`src/rtl/vga_timing_pkg.sv`:
```
// rtl/vga_timing_pkg.sv - 640x480@60 raster timing constants shared by the sync generator and drawing blocks
package vga_timing_pkg;
   localparam int CNT_W = 11;
   typedef logic [CNT_W-1:0] count_t;

   localparam int H_VISIBLE = 640;
   localparam int H_FP      = 16;
   localparam int H_SYNC    = 96;
   localparam int H_BP      = 48;
   localparam int H_TOTAL   = H_VISIBLE + H_FP + H_SYNC + H_BP;

   localparam int V_VISIBLE = 480;
   localparam int V_FP      = 10;
   localparam int V_SYNC    = 2;
   localparam int V_BP      = 33;
   localparam int V_TOTAL   = V_VISIBLE + V_FP + V_SYNC + V_BP;

   localparam int H_SYNC_START = H_VISIBLE + H_FP;
   localparam int H_SYNC_END   = H_SYNC_START + H_SYNC - 1;
   localparam int V_SYNC_START = V_VISIBLE + V_FP;
   localparam int V_SYNC_END   = V_SYNC_START + V_SYNC - 1;

   // Inclusive window test used for the sync pulse decode.
   function automatic logic in_window(input count_t c, input count_t lo, input count_t hi);
      return (c >= lo) && (c <= hi);
   endfunction
endpackage

```
`src/rtl/pix_tick_div.sv`:
```
// rtl/pix_tick_div.sv - modulo-DIV enable generator; registered tick high one clk in DIV
module pix_tick_div #(
   parameter int DIV = 4
) (
   input  logic clk,
   input  logic reset,
   output logic tick_o
);
   localparam int           W    = (DIV > 1) ? $clog2(DIV) : 1;
   localparam logic [W-1:0] LAST = W'(DIV - 1);

   logic [W-1:0] div_q, div_d;
   logic         tick_q;

   always_comb begin
      div_d = (div_q == LAST) ? '0 : div_q + 1'b1;
   end

   // Tick is loaded from the next divider value so it is high while the divider sits at LAST.
   always_ff @(posedge clk) begin
      if (reset) begin
         div_q  <= '0;
         tick_q <= 1'b0;
      end else begin
         div_q  <= div_d;
         tick_q <= (div_d == LAST);
      end
   end

   assign tick_o = tick_q;
endmodule

```
`src/rtl/vga_sync_gen.sv`:
```
// rtl/vga_sync_gen.sv - VGA raster counters, sync, blank and frame strobe
// Optional pixel-clock divider enabled by VGA_SYNC_DIV_EN.
module vga_sync_gen #(
   parameter int   H_VISIBLE = vga_timing_pkg::H_VISIBLE,
   parameter int   H_FP      = vga_timing_pkg::H_FP,
   parameter int   H_SYNC    = vga_timing_pkg::H_SYNC,
   parameter int   H_BP      = vga_timing_pkg::H_BP,
   parameter int   V_VISIBLE = vga_timing_pkg::V_VISIBLE,
   parameter int   V_FP      = vga_timing_pkg::V_FP,
   parameter int   V_SYNC    = vga_timing_pkg::V_SYNC,
   parameter int   V_BP      = vga_timing_pkg::V_BP,
   parameter logic SYNC_POL  = 1'b0,
   parameter int   CLK_DIV   = 4
) (
   input  logic                             clk,
   input  logic                             reset,
   output logic                             pix_tick,
   output logic [vga_timing_pkg::CNT_W-1:0] hcount,
   output logic [vga_timing_pkg::CNT_W-1:0] vcount,
   output logic                             blank,
   output logic                             hsync,
   output logic                             vsync,
   output logic                             frame_start
);
   import vga_timing_pkg::*;

   localparam count_t H_VIS  = count_t'(H_VISIBLE);
   localparam count_t V_VIS  = count_t'(V_VISIBLE);
   localparam count_t H_LAST = count_t'(H_VISIBLE + H_FP + H_SYNC + H_BP - 1);
   localparam count_t V_LAST = count_t'(V_VISIBLE + V_FP + V_SYNC + V_BP - 1);
   localparam count_t H_SS   = count_t'(H_VISIBLE + H_FP);
   localparam count_t H_SE   = count_t'(H_VISIBLE + H_FP + H_SYNC - 1);
   localparam count_t V_SS   = count_t'(V_VISIBLE + V_FP);
   localparam count_t V_SE   = count_t'(V_VISIBLE + V_FP + V_SYNC - 1);

   if (CLK_DIV < 1) begin : g_bad_clk_div
      $error("CLK_DIV must be at least 1");
   end

   logic   tick;
   count_t hcount_q, hcount_d;
   count_t vcount_q, vcount_d;
   logic   blank_q, blank_d;
   logic   hsync_q, hsync_d;
   logic   vsync_q, vsync_d;

`ifdef VGA_SYNC_DIV_EN
   pix_tick_div #(
      .DIV(CLK_DIV)
   ) u_pix_tick_div (
      .clk    (clk),
      .reset  (reset),
      .tick_o (tick)
   );
`else
   assign tick = 1'b1;
`endif

   // Decodes are taken from the next-state counters so they land with the counters they describe.
   always_comb begin
      hcount_d = hcount_q;
      vcount_d = vcount_q;
      if (tick) begin
         if (hcount_q == H_LAST) begin
            hcount_d = '0;
            vcount_d = (vcount_q == V_LAST) ? '0 : vcount_q + count_t'(1);
         end else begin
            hcount_d = hcount_q + count_t'(1);
         end
      end
      blank_d = (hcount_d >= H_VIS) || (vcount_d >= V_VIS);
      hsync_d = in_window(hcount_d, H_SS, H_SE) ? SYNC_POL : ~SYNC_POL;
      vsync_d = in_window(vcount_d, V_SS, V_SE) ? SYNC_POL : ~SYNC_POL;
   end

   always_ff @(posedge clk) begin
      if (reset) begin
         hcount_q <= '0;
         vcount_q <= '0;
         blank_q  <= 1'b0;
         hsync_q  <= ~SYNC_POL;
         vsync_q  <= ~SYNC_POL;
      end else begin
         hcount_q <= hcount_d;
         vcount_q <= vcount_d;
         blank_q  <= blank_d;
         hsync_q  <= hsync_d;
         vsync_q  <= vsync_d;
      end
   end

   assign pix_tick    = tick;
   assign hcount      = hcount_q;
   assign vcount      = vcount_q;
   assign blank       = blank_q;
   assign hsync       = hsync_q;
   assign vsync       = vsync_q;
   assign frame_start = tick && (hcount_q == '0) && (vcount_q == '0);
endmodule
```
`config.mk`:
```
export PLATFORM = sky130hd
export DESIGN_NAME = vga_sync_gen
export DESIGN_NICKNAME = d
export VERILOG_FILES = /design/src/rtl/vga_timing_pkg.sv /design/src/rtl/pix_tick_div.sv /design/src/rtl/vga_sync_gen.sv
export SDC_FILE = /design/constraint.sdc
export NUM_CORES = 1
export LEC_CHECK = 0
export ABC_AREA = 1
export ABC_CLOCK_PERIOD_IN_PS = 1600
export CAP_MARGIN = 10
export CORE_UTILIZATION = 46
export DETAILED_ROUTE_END_ITERATION = 12
export PLACE_DENSITY_LB_ADDON = 0.08
export SLEW_MARGIN = 40
export SYNTH_ARGS = -nofsm -noshare
export SYNTH_HDL_FRONTEND = slang
export SYNTH_SLANG_ARGS = --single-unit
export TNS_END_PERCENT = 1
```
`constraint.sdc`:
```
create_clock -name clk -period 1.6 [get_ports clk]
set_input_delay 0.24 -clock clk [delete_from_list [all_inputs] [get_ports clk]]
set_output_delay 0.24 -clock clk [all_outputs]
set_load 0.05 [all_outputs]
```
# Yosys cells after proc, flatten, opt, wreduce, memory -nomap -nowiden
# Index checks and enable logic that the tools add are counted.
# totals
regBits,25
latch_bits,0
ramBits,0
romBits,0
input_bits,2
output_inout_bits,27
elab_cells,26
n_memories,0
# op_classes
n_addsub,2
mul,0
div,0
magnitude_cmp,6
n_eq_ne,2
shift,0
mux,5
n_bitwise,0
n_reduce_logical,6
# ops
operator,n
11-bit 2-to-1 mux,3
11-bit by 1-bit adder with 11-bit output (second input constant),2
11-bit by 10-bit equality test with 1-bit output (second input constant),2
11-bit by 10-bit >= comparator with 1-bit output (second input constant),2
11-bit by 9-bit >= comparator with 1-bit output (second input constant),2
11-bit zero test,2
11-bit by 10-bit less-or-equal comparator with 1-bit output (second input constant),1
11-bit by 9-bit less-or-equal comparator with 1-bit output (second input constant),1
1-bit logical AND,3
1-bit 2-to-1 mux,2
1-bit logical OR,1

# Depth between registers and ports, before layout
# logic_depth
depth_word,6
mapped_depth,13
depth_no_buf,13

# Least setup slack after synthesis
# No wires, ideal clock.
# synth_timing
kind,register to output
from,register vcount_q[0] (netlist: vcount[0])
to,output frame_start
arrival_ns,2.585
required_time_ns,1.360
slack_ns,-1.225
path_stages_with_launch,7
cell_sequence,dfxtp_1 -> inv_1 -> ha_1 -> inv_1 -> nor2_1 -> nand3_1 -> nor4_1
# synth_between
elab_chain_cells,2
# synth_lines
item,line,rtl
start: declaration,vga_sync_gen.sv:42,"count_t vcount_q, vcount_d;"
start signal: assignment,vga_sync_gen.sv:85,vcount_q <= vcount_d;
11-bit zero test,vga_sync_gen.sv:98,assign frame_start = tick && (hcount_q == '0) && (vcount_q == '0);
1-bit logical AND,vga_sync_gen.sv:98,
end: declaration,vga_sync_gen.sv:23,output logic frame_start
# No other way between the ends.

# Final worst setup path
# layout_timing
from,register hcount_q[1] (netlist: hcount[1])
to,output frame_start
# layout_between
elab_chain_cells,2
# layout_lines
item,line,rtl
start: declaration,vga_sync_gen.sv:41,"count_t hcount_q, hcount_d;"
start signal: assignment,vga_sync_gen.sv:84,hcount_q <= hcount_d;
11-bit zero test,vga_sync_gen.sv:98,
1-bit logical AND,vga_sync_gen.sv:98,
# No other way between the ends.

==> metrics.yaml <==
hold_path:
  hp-class: "input port to flip-flop"
timing:
  fin_crit_sh_pct: 120
  clock.fmax_mhz: 523
  fin_crit_ns: 1.91
  drv_slew: 0
  setup_viol: 6
  worst_slack_ns: -0.313
  finClkSkew_ns: 0.00282
  timing.final.hold_violations: 0
  grt_setup_unrepaired: "true"
logic_synthesis:
  synth_edf_count: 0
  synth.distinct_cells: 28
  syn_inst: 238
  ys_warn_count: 0
  synth_area_um2: 1520
  async_flop_share_pct: 0
  synth_ff_type: "dfxtp_1"
  yosysSeqAreaShare_pct: 32.9
  syn_nets: 245
  syn_avg_cell_area_um2: 6.38
  ys_ff_latch: 25
route:
  wl_per_cell_um: 12.0
  drtPass1Iterations: 5
  drt_iter0_markers: 147
  wl_um: 4150
  drcViolationCount: 0
  vias: 1720
  ant_nets: 0
  vias_per_cell: 4.96
clock_tree:
  cts_tree: "yes"
  clock_latency_ns: 0.32
  cts_buffer_depth: 2
  cts_buffers: 3
  clock_sinks: 25
  htreeDepth: 1
  clock-root-buffer: "clkbuf_4"
  ctsHoldBuffers: 0
  clk_pin_slew_ns: 0.14
run_status:
  failed_checks: "negative setup slack"
  outcome: "finished with violations"
setup_path:
  end_kind: "output pin"
  critical_path_required_ns: 1.36
  worstPathCellList: "buf_6 -> inv_4 -> ha_4 -> nand4_1 -> nor4_4 -> buf_12"
  crit_buf_inv: 3
  slowest_delay_ns: 0.38
  cp_max_fo: 4
  cpLargestDelayFamily: "simple AND/OR/NAND/NOR gates"
  crit_slowest_cell: "dfxtp_4"
  path_class: "flip-flop to output pin"
  critPathArrivalTime_ns: 1.67
  critPathLaunchType: "flip-flop"
floorplan:
  die_w_um: 59.5
  core_area_um2: 3100
  start_util_pct: 49.0
  num_rows: 20
  die_h_um: 59.5
  ios: 29
  die_area_um2: 3540
global_route:
  grt_overflow: 0
  grt_start_max_net_pins: 15
  grt_use_met3_pct: 2.40
  grt_pass1_wl_um: 6710
  grt_use_met1_pct: 37.5
  antenna_found_initial: 0
  grtUsageTotal_pct: 25.3
  grt.busiest_layer: "met2"
  met2_usage_pct: 38.0
  grt_pass1_vias: 1484
cells_and_area:
  layout.nets: 311
  nFillCells: 289
  drive_gt1_share_pct: 38.3
  syn_to_final_growth_pct: 45.6
  post-route-util_pct: 71.3
  antenna-diode-count: 0
place:
  gp_congestion: 0.864
  dp_hpwl_um: 3090
  numPortBuffers: 27
  dp_slack_ns: -0.119
flow_run:
  drv_cap: 0
power_and_ir_drop:
  p_per_area_nw_per_um2: 496
  ir_drop_v: 0.000295
  leakagePower_nw: 1.05
## area by class of cell
cell class	count	area, µm²	area share (%)
Multi-Input combinational cell	174	936	42.3
Timing Repair Buffer	66	531	24.0
Sequential cell	25	527	23.8
Inverter	34	138	6.22
Tap cell	44	55.1	2.49
Clock buffer	4	26.3	1.19
## power by group
group | switching, mW | leakage, nW | internal (mW) | total (mW)
Combinational | 0.0971 | 0.828 | 0.0733 | 0.170
Clock | 0.199 | 0.0150 | 0.0976 | 0.296
Sequential | 0.00489 | 0.209 | 0.626 | 0.630
## sequential cells by signal, indices dropped and copies added, names as in the netlist
signal / flops
hsync: 1
vsync: 1
blank: 1
vcount: 11
hcount: 11
## metrics by stage
stage                     instances  TNS [ns]  area [µm²]  total power [mW]  hold WS [ns]
after floorplan                 238    -0.412        1560             0.731         0.549
after global placement          335    -0.198        2040             0.785         0.473
after detailed placement        335    -0.378        2040             0.786         0.476
after CTS                       343    -0.582        2140              1.08         0.578
after global routing            347     -1.55        2210              1.14         0.601
final                           347    -0.678        2210              1.10         0.572
## worst paths after layout
path | startpoint | slack (ns) | endpoint | cells after the start
max | hcount[1]$_SDFF_PP0_ | -0.31 | frame_start | 6
max reg2reg | vcount[0]$_SDFF_PP0_ | -0.09 | vsync$_SDFF_PP1_ | 14
min | reset | 0.57 | blank$_SDFF_PP0_ | 2
min reg2reg | hcount[2]$_SDFF_PP0_ | 0.62 | hcount[2]$_SDFF_PP0_ | 3
## cell usage in the layout, fill, tap and decap left out, drive strengths merged, types with 5 or more instances in the layout
| cell | synthesis | routed |
|---|---|---|
| dfxtp | 25 | 25 |
| ha | 5 | 5 |
| nand4 | 6 | 6 |
| inv | 34 | 34 |
| nand3 | 24 | 24 |
| nand2 | 69 | 69 |
| nor3 | 5 | 5 |
| nor2 | 47 | 47 |
| buf | 4 | 65 |
| o21ai | 9 | 9 |
## per-layer routing
metal  wire, µm  up-vias
met5          0        -
met4         47        0
met3        235        6
met2       1860       66
met1       2010      772
li1           -      876
## cells by family (layout without fill, tap and decap cells)
kind of cell,after synthesis,in the layout,synth area share [%]
buffers and inverters,39,104,10.9
flip-flops,25,25,32.9
adder cells (fa/ha/maj),5,5,4.12
other,1,1,0.247
AND/OR/NAND/NOR,153,153,45.1
AO/OA/AOI/OAI,13,13,5.60
XOR/XNOR,2,2,1.15
## synthesized netlist by cell type, types with 2 or more instances
library cell  instances  area, µm²
dfxtp_1              25        500
inv_2                 5       18.8
nand2_2               3       18.8
nand2_1              65        244
nor3_1                5       25.0
buf_6                 2       22.5
a21oi_1               2       10.0
ha_1                  5       62.6
inv_1                29        109
nand4_1               6       37.5
nand3_1              22        110
xor2_1                2       17.5
nor2_1               43        161
nor2_2                2       12.5
o21ai_0               8       40.0
nor2_4                2       22.5
## what timing repair did
item	in CTS	in global routing
gates cloned	0	0
endpoints found under the setup margin	6	14
setup buffers	4	4
endpoints found under the hold margin	0	0
gates resized for setup	15	15
pin swaps	4	4
No activity file was read; power rests on OpenSTA's default activity.
